`src/rtl/alu_exec.sv`:
```
// Execute-stage sequencer wrapped around the 8-bit alu.
// Owns ACC and the C/Z flags; fixed 3-cycle accept-to-commit latency.
module alu_exec #(
  parameter int W = 8,
  parameter logic [W-1:0] RST_ACC = '0
) (
  input  logic         clk,
  input  logic         rst_n,
  input  logic         req_valid,
  output logic         req_ready,
  input  logic [3:0]   req_op,
  input  logic [W-1:0] req_b,
  input  logic [2:0]   req_n,
  input  logic         req_dst,
  input  logic         acc_load,
  input  logic [W-1:0] acc_din,
  output logic [W-1:0] alu_a,
  output logic [W-1:0] alu_b,
  output logic [3:0]   alu_s,
  output logic [2:0]   alu_n,
  output logic         alu_cin,
  input  logic [W-1:0] alu_y,
  input  logic         alu_c,
  input  logic         alu_z,
  output logic [W-1:0] acc,
  output logic         flag_c,
  output logic         flag_z,
  output logic         wb_valid,
  output logic [W-1:0] wb_data,
  output logic         done,
  output logic         busy
);

  typedef enum logic [1:0] {
    IDLE,
    EXEC,
    COMMIT
  } state_t;

  state_t         state;
  logic [3:0]     op_r;
  logic [W-1:0]   b_r;
  logic [2:0]     n_r;
  logic           dst_r;
  logic [W-1:0]   y_r;
  logic           c_r;
  logic           z_r;
  logic           upd_c;
  logic           upd_z;

  assign req_ready = (state == IDLE) && !acc_load;
  assign busy      = (state != IDLE);

  assign alu_a   = acc;
  assign alu_b   = b_r;
  assign alu_s   = op_r;
  assign alu_n   = n_r;
  assign alu_cin = flag_c;

  // Which flags the latched op is allowed to touch at commit.
  always_comb begin
    upd_c = 1'b0;
    upd_z = 1'b0;
    unique case (1'b1)
      (op_r inside {[4'd0:4'd4], 4'd12, 4'd13}): begin
        upd_z = 1'b1;
      end
      (op_r inside {4'd5, 4'd6, [4'd8:4'd11]}): begin
        upd_z = 1'b1;
        upd_c = 1'b1;
      end
      default: begin
        upd_c = 1'b0;
        upd_z = 1'b0;
      end
    endcase
  end

  always_ff @(posedge clk or negedge rst_n) begin
    if (!rst_n) begin
      state    <= IDLE;
      acc      <= RST_ACC;
      flag_c   <= 1'b0;
      flag_z   <= 1'b0;
      wb_valid <= 1'b0;
      wb_data  <= '0;
      done     <= 1'b0;
      op_r     <= '0;
      b_r      <= '0;
      n_r      <= '0;
      dst_r    <= 1'b0;
      y_r      <= '0;
      c_r      <= 1'b0;
      z_r      <= 1'b0;
    end else begin
      done     <= 1'b0;
      wb_valid <= 1'b0;
      unique case (state)
        IDLE: begin
          if (acc_load) begin
            acc <= acc_din;
          end else if (req_valid) begin
            op_r  <= req_op;
            b_r   <= req_b;
            n_r   <= req_n;
            dst_r <= req_dst;
            state <= EXEC;
          end
        end
        EXEC: begin
          y_r   <= alu_y;
          c_r   <= alu_c;
          z_r   <= alu_z;
          state <= COMMIT;
        end
        COMMIT: begin
          if (dst_r) begin
            wb_data  <= y_r;
            wb_valid <= 1'b1;
          end else begin
            acc <= y_r;
          end
          if (upd_z) flag_z <= z_r;
          if (upd_c) flag_c <= c_r;
          done  <= 1'b1;
          state <= IDLE;
        end
        default: state <= IDLE;
      endcase
    end
  end

endmodule

```
`config.mk`:
```
export PLATFORM = sky130hd
export DESIGN_NAME = alu_exec
export DESIGN_NICKNAME = d
export VERILOG_FILES = /design/src/rtl/alu_exec.sv
export SDC_FILE = /design/constraint.sdc
export NUM_CORES = 1
export LEC_CHECK = 0
export CORE_MARGIN = 2
export CORE_UTILIZATION = 43
export DETAILED_ROUTE_END_ITERATION = 10
export PLACE_DENSITY = 0.88
export RECOVER_POWER = 25
export SYNTH_ARGS = -nofsm -noshare
export SYNTH_HDL_FRONTEND = slang
export SYNTH_SLANG_ARGS = --single-unit
```
`constraint.sdc`:
```
create_clock -name clk -period 2 [get_ports clk]
set_input_delay 0.4 -clock clk [delete_from_list [all_inputs] [get_ports clk]]
set_output_delay 0.4 -clock clk [all_outputs]
set_load 0.02 [all_outputs]
```
Word level (Yosys, flattened, before mapping):

Cells that the tools add are included.

* register bits after elaboration: 48

* bitwise logic cells: 1
* mux-type cells: 11
* order comparisons: 4
* equality and inequality tests: 10
* reductions and logical operators: 16

Operators with widths (count)
* 8-bit two-way mux: 2
* 8-bit one-hot mux with 2 select lines: 1
* 4-bit by 3-bit equality test with 1-bit output (second input constant): 2
* 4-bit equality test (second input constant): 2
* 2-bit != test (second input constant): 4
* 2-bit AND reduction: 4
* 3-bit AND reduction: 2
* 3-bit nonzero test: 2
* 1-bit two-way mux: 5
* 4-bit by 1-bit >= comparator with 1-bit output (second input constant): 1
* 4-bit >= comparator (second input constant): 1
* 4-bit by 3-bit less-or-equal comparator with 1-bit output (second input constant): 1
* 4-bit less-or-equal comparator (second input constant): 1
* 2-bit two-way mux: 2
* 2-bit one-hot mux with 2 select lines: 1
* 2-bit nonzero test: 2
* 1-bit logical AND: 3
* 2-bit by 1-bit equality test with 1-bit output (second input constant): 1
* 2-bit equality test (second input constant): 1
* 2-bit zero test: 1
* 2-bit OR reduction: 1
* 1-bit zero test: 1
* 1-bit inverter: 1

Logic depth before layout (Yosys ltp):

* depth in word-level cells: 6
* mapped depth: 5

Worst setup path before layout:

No wires, ideal clock.

* path type: register -> register
* start point: register state[1]
* end point: register b_r[5] (netlist: alu_b[5])
* stages on the path, launching flop included: 6
* setup slack: 0.282 ns
* path buffers: 2
* period minus slack after synthesis: 1.718 ns
* arrival time: 1.593 ns
* library setup time: 0.125 ns
* path through: dfrtp_1 -> nor3_2 -> and2_4 -> buf_6 -> buf_12 -> mux2_4

* word-level cells in the longest chain between the ends: 2

RTL lines
* start: declaration: RTL line 40 `state_t state;`
* start signal: assignment: RTL line 81 `state <= IDLE;`
* start signal: assignment: RTL line 107 `state <= EXEC;`
* start signal: assignment: RTL line 114 `state <= COMMIT;`
* 2-bit zero test: RTL line 98 `unique case (state)`
* 3-bit AND reduction (no line)
* end signal: assignment: RTL line 104 `b_r <= req_b;`
* end: declaration: RTL line 42 `logic [W-1:0] b_r;`

Every way passes these cells.
A chain may end at the register's enable or synchronous reset.

Final worst setup path:

* start point: register state[1]
* end point: output busy

* word-level cells in the longest chain between the ends: 1

RTL lines
* 2-bit nonzero test: RTL line 52 `assign busy = (state != IDLE);`
* end: declaration: RTL line 31 `output logic busy`

Every way passes these cells.

==> flow_metrics.tcl <==
set metrics [dict create \
    crit_required_ns 1.60 \
    netlist_instances 132 \
    viasPerCell 5.03 \
    vias 1338 \
    overflow 0 \
    cts-buffers-inserted 5 \
    wire_per_inst_um 16.4 \
    root_buffer "clkbuf_8" \
    period_share_pct 90.9 \
    drt_iter0_markers 45 \
    dp_hpwl_mm 3.23 \
    avgSynthCellArea_um2 15.8 \
    synth_area_mm2 0.00209 \
    power_density_mw_per_mm2 1130 \
    ios 84 \
    final_area_mm2 0.00302 \
    place_area_mm2 0.00291 \
    synth_nets 170 \
    synth_common_cells "dfrtp_1 (48), mux2_2 (42), buf_4 (9), mux2_4 (9)" \
    setup_tns_ns 0 \
    max_cap_viol_count 0 \
    clkTransAtPathRegs_ns 0.09 \
    gp_congestion 0.744 \
    cts.repair.resized 2 \
    fin_crit_ns 1.82 \
    p_leak_nw 1.28 \
    crit_arrival_ns 1.42 \
    grt_start_max_net_pins 26 \
    dieHeight_um 73.7 \
    yosysMostFrequentCell "dfrtp_1" \
    synth_top_area_share_pct 57.5 \
    initial_core_util_pct 44.6 \
    grt_pass1_vias 1373 \
    crit_type "reg -> out" \
    finalMaxSlewViolations 0 \
    worst-path-max-fanout 7 \
    fin_skew_ns 0.00858 \
    rsz0062_at_grt "no" \
    placed_cells 258 \
    cts_tree "yes" \
    critPathMaxStageDelay_ns 0.47 \
    worstPathCellList "or2_2 -> dlygate4sd2_1" \
    grt_usage_pct 16.7 \
    crit_path_end_kind "primary output" \
    worst_ir_drop_vdd_v 0.000733 \
    synth_top_area_cell "dfrtp_1" \
    synth_warnings 0 \
    totalWireLength_mm 4.36 \
    synth_area_leaders "dfrtp_1 (57%), mux2_2 (23%), mux2_4 (6.5%), buf_4 (3.2%), buf_6 (1.1%)" \
    final_cells 266 \
    port-buffer-count 83 \
    synthFlopType "dfrtp_1" \
    core_area_mm2 0.00469 \
    syn_to_final_growth_pct 44.3 \
    antenna_left 0 \
    drtPass1Iterations 4 \
    cts_max_level 2 \
    cts-hold-fix-buffers 0 \
    cts.path.max_buffers 2 \
    power.total_mw 3.42 \
    ys_seq_area_share_pct 57.5 \
    status "finished, final reports clean" \
    antenna_found_initial 0 \
    clk_latency_ns 0.30 \
    ys_ff_latch 48 \
    nets 249 \
    drive_above_1_share_pct 32.5 \
    fmax_mhz 550 \
    cts.sinks 48 \
    synth_edf_count 0 \
    grt_first_pass_wirelength_mm 6.78 \
    setup_viol 0 \
    relSlewSlack_pct 13.0 \
    die_x_um 73.7 \
    synthArstFlopShare_pct 100 \
    hold_violations 0 \
    critPathLaunchType "register" \
    n_antenna_cell 0 \
    crit_slowest_cell "dfrtp_1" \
    cts_setup_buffers 0 \
    row_count 25 \
    ys_types 26 \
    drc 0 \
    dieArea_mm2 0.00544 \
    tightest_slew_ns 1.30 \
    hold_path_class "in -> async" \
]
## metal layers
layer,vias up,routed length [um],track usage [%]
li1,609,-,-
met1,670,1830,21.0
met2,50,2200,27.3
met3,9,234,3.84
met4,0,91,7.27
met5,-,0,0
## registers in the layout (all words and copies together), names as in the netlist, 2 cells and up
name	flops
acc	8
alu_b	8
wb_data	8
y_r	8
alu_s	4
alu_n	3
state	2
## stage by stage
stage / hold WS, ns / utilization (%) / setup WS (ns)
after global routing: 0.505 / 64.3 / 0.120
after detailed placement: 0.422 / 62.0 / -0.0810
after CTS: 0.0919 / 64.3 / 0.164
after floorplan: 0.104 / - / 0.282
final: 0.364 / 64.3 / 0.183
after global placement: 0.418 / 62.0 / -0.0748
## worst max-delay path: cells and delay by family (launching register included)
family / cells / cell delay (ns)
flops: 1 / 0.47
buf+inv: 1 / 0.32
simple gates: 1 / 0.33
## cell usage in the layout, fill, tap and decap left out, drive strengths merged
master          n
o211ai          1
clkdlybuf4s50  80
nor2b           1
buf             2
a211oi          1
and2            1
or3b            1
dfrtp          48
xnor2           1
nand3b          1
nor2            1
nor3            1
nor4b           1
nand2           2
mux2           51
and2b           1
clkbuf          6
inv             2
o211a           1
clkinv          1
nand2b          1
clkinvlp        1
dlygate4sd2     2
or3             1
o221ai          1
bufinv          1
or2             1
## cell type report
| type | instances | area [um2] |
|---|---|---|
| Sequential cell | 48 | 1200 |
| Timing Repair Buffer | 85 | 862 |
| Inverter | 2 | 7.51 |
| Multi-Input combinational cell | 69 | 767 |
| Fill cell | 377 | 1680 |
| Tap cell | 54 | 67.6 |
| Clock buffer | 5 | 68.8 |
| Clock inverter | 3 | 42.5 |
## cells by family after synthesis
family                 share of synthesized area [%]
multiplexers                                    29.1
flip-flops                                      57.5
buffers and inverters                           5.86
AND/OR/NAND/NOR                                 4.97
AO/OA/AOI/OAI                                   2.21
XOR/XNOR                                       0.419
## worst paths after layout
| path | from | to | slack (ns) | cells after the start |
|---|---|---|---|---|
| min in group clk | wb_data[1] | wb_data[1] | 0.51 | 1 |
| min | rst_n | wb_data[4] | 0.36 | 1 |
| max in group asynchronous | rst_n | alu_b[6] | 0.86 | 1 |
| max reg2reg | state[1] | acc[3] | 0.31 | 3 |
| max | state[1] | busy | 0.18 | 2 |
| min reg2reg | wb_data[1] | wb_data[1] | 0.51 | 1 |
## power breakdown
group	switching (mW)	total [mW]	internal, mW
sequential	0.179	1.40	1.23
clock	0.325	0.695	0.370
combinational	0.569	1.32	0.747
total	1.07	3.42	2.34
Power figures use the tool's default switching activity.
==> patch: new RTL, same flow settings <==
Encoding of `state_t`: now one-hot (3 bits for 3 states).
--- a/src/rtl/alu_exec.sv
+++ b/src/rtl/alu_exec.sv
@@ -31,10 +31,10 @@
   output logic         busy
 );
 
-  typedef enum logic [1:0] {
-    IDLE,
-    EXEC,
-    COMMIT
+  typedef enum logic [2:0] {
+    IDLE   = 3'b001,
+    EXEC   = 3'b010,
+    COMMIT = 3'b100
   } state_t;
 
   state_t         state;
Formal check against the unedited RTL: no difference found for any inputs over 10 cycles, from zero or initial values and one cycle with rst_n low; not proved beyond that.
==> patch against the original RTL <==
  * Cell area fell by 1.4%
  * Power fell by 16%
  * Area after synthesis fell by 0.72%
  * Combinational power fell by 28%
  * Setup slack got worse by 0.13 ns
  * Routed wire length fell by 1.2%
  * Sequential cell count rose by 1
  * Critical path type unchanged
  * Largest power group unchanged
  * Highest routed layer unchanged
==> patch: results (changes against the original RTL) <==
metric	value	unit	change
diodes	0		unchanged
async_reset_ff_frac	1.00		unchanged
grt_pass1_wl	6730	um	was 6780 um
placedInstanceArea	0.00291	mm^2	about the same
fin_crit_sh	0.974		was 0.909
root_buffer	clkbuf_8		unchanged
clk_pin_slew	0.09	ns	about the same
cts_setup_buffers	0		unchanged
ys_warn_count	0		unchanged
finalNonFillerCells	284		was 266
cts_made_buffers	5		unchanged
arrival	1.55	ns	was 1.42 ns
rrSetupSlack	0.13	ns	was 0.31 ns
synth.avg_cell_area	14.1	um^2	was 15.8 um^2
antenna_found_initial	0		unchanged
ys_top_cells_by_area	dfrtp_1 (58%), mux2_2 (14%), mux2_4 (5.1%)		was dfrtp_1 (57%), mux2_2 (23%), mux2_4 (6.5%)
hold_violations	0		unchanged
dp_hpwl	3290	um	was 3230 um
slowest_delay	0.53	ns	was 0.47 ns
first_iter_violations	63		was 45
min_path_type	input port to async pin		unchanged
first_pass_iters	4		unchanged
crit_fanout	2		was 7
cts_resized	5		was 2
avgViaCountPerCell	4.90		was 5.03
r2r-end	alu_b[1]		was acc[3]
cts.path.max_buffers	2		unchanged
synth_ff_type	dfrtp_1		unchanged
max_slew_margin	0.185		was 0.130
io_buffers	83		unchanged
crit_family	flip-flops		unchanged
fin_skew	0.00971	ns	was 0.00858 ns
r2r_cells	4		was 3
slowest_stage	dfstp_2		was dfrtp_1
status	finished, final reports clean		unchanged
synth_cell_types	27		was 26
grt_pass1_vias	1369		was 1373
p_leak	1.26	nW	was 1.28 nW
grt_max_degree	27		was 26
peakVddDrop	0.523	mV	was 0.733 mV
endpoint	busy		unchanged
final_layout_size_suffix_gt1_frac	0.248		was 0.325
synth.yosys.seq_area_share	0.591		was 0.575
synthTopCellsByCount	dfrtp_1 (48), mux2_2 (26), nor2_1 (12)		was dfrtp_1 (48), mux2_2 (42), buf_4 (9), mux2_4 (9)
gp_congestion	0.715		was 0.744
grt.total_usage	0.167		about the same
wire_per_inst	15.2	um	was 16.4 um
dp_slack	-0.0650	ns	was -0.0810 ns
cp-startpoint	state[0]		was state[1]
synth_fp_nets	185		was 170
htreeDepth	2		unchanged
fillers	375		was 377
clk_latency	0.29	ns	
final_nets	267		was 249
-- patch: worst register-to-register path, stage by stage (launching register included) --
cell and delay (ns):
dfstp_2 0.53, or3b_4 0.39, nor2_4 0.13, and2_4 0.33, mux2_2 0.38
-- patch: cell families (layout without fill, tap and decap cells) --
group | after synthesis | in the layout | share of synthesized area
multiplexers | 41 | 41 | 0.230
XOR/XNOR | 1 | 1 | 0.00422
AND/OR/NAND/NOR | 23 | 23 | 0.0609
AO/OA/AOI/OAI | 16 | 16 | 0.0458
flip-flops | 49 | 49 | 0.591
buffers and inverters | 17 | 100 | 0.0675
-- patch: final cells by class --
class	instances	area [um^2]	area share
tap	54	67.6	0.0227
clock buffer	5	68.8	0.0231
sequential	49	1230	0.413
inverter	2	7.51	0.00252
multi-input combinational	81	718	0.241
clock inverter	3	17.5	0.00589
timing repair buffer	90	868	0.292
-- patch: how the worst min path moves through the flow --
| stage | start | endpoint | slack, ns | cells after the start |
|---|---|---|---|---|
| finish | rst_n | wb_data[7] | 0.34 | 1 |
| global route | rst_n | wb_data[7] | 0.45 | 1 |
| CTS | rst_n | wb_data[7] | 0.09 | 1 |
| detailed placement | rst_n | y_r[7] | 0.42 | 1 |
| global placement | rst_n | y_r[7] | 0.42 | 1 |
| floorplan | rst_n | acc[0] | 0.10 | 0 |
-- patch: per-layer routing --
layer  routed length (um)  vias to the layer above  track usage  share of wire
met5                    0                        -            0              0
met4                   55                        0       0.0545          0.013
met3                  103                        4       0.0288          0.024
met2                 2320                       32        0.295           0.54
met1                 1830                      690        0.207           0.43
li1                     -                      665            -              -
-- patch: where the power goes --
| group | internal [W] | switching, W |
|---|---|---|
| clock | 0.000242 | 0.000319 |
| combinational | 0.000532 | 0.000419 |
| sequential | 0.00120 | 0.000145 |
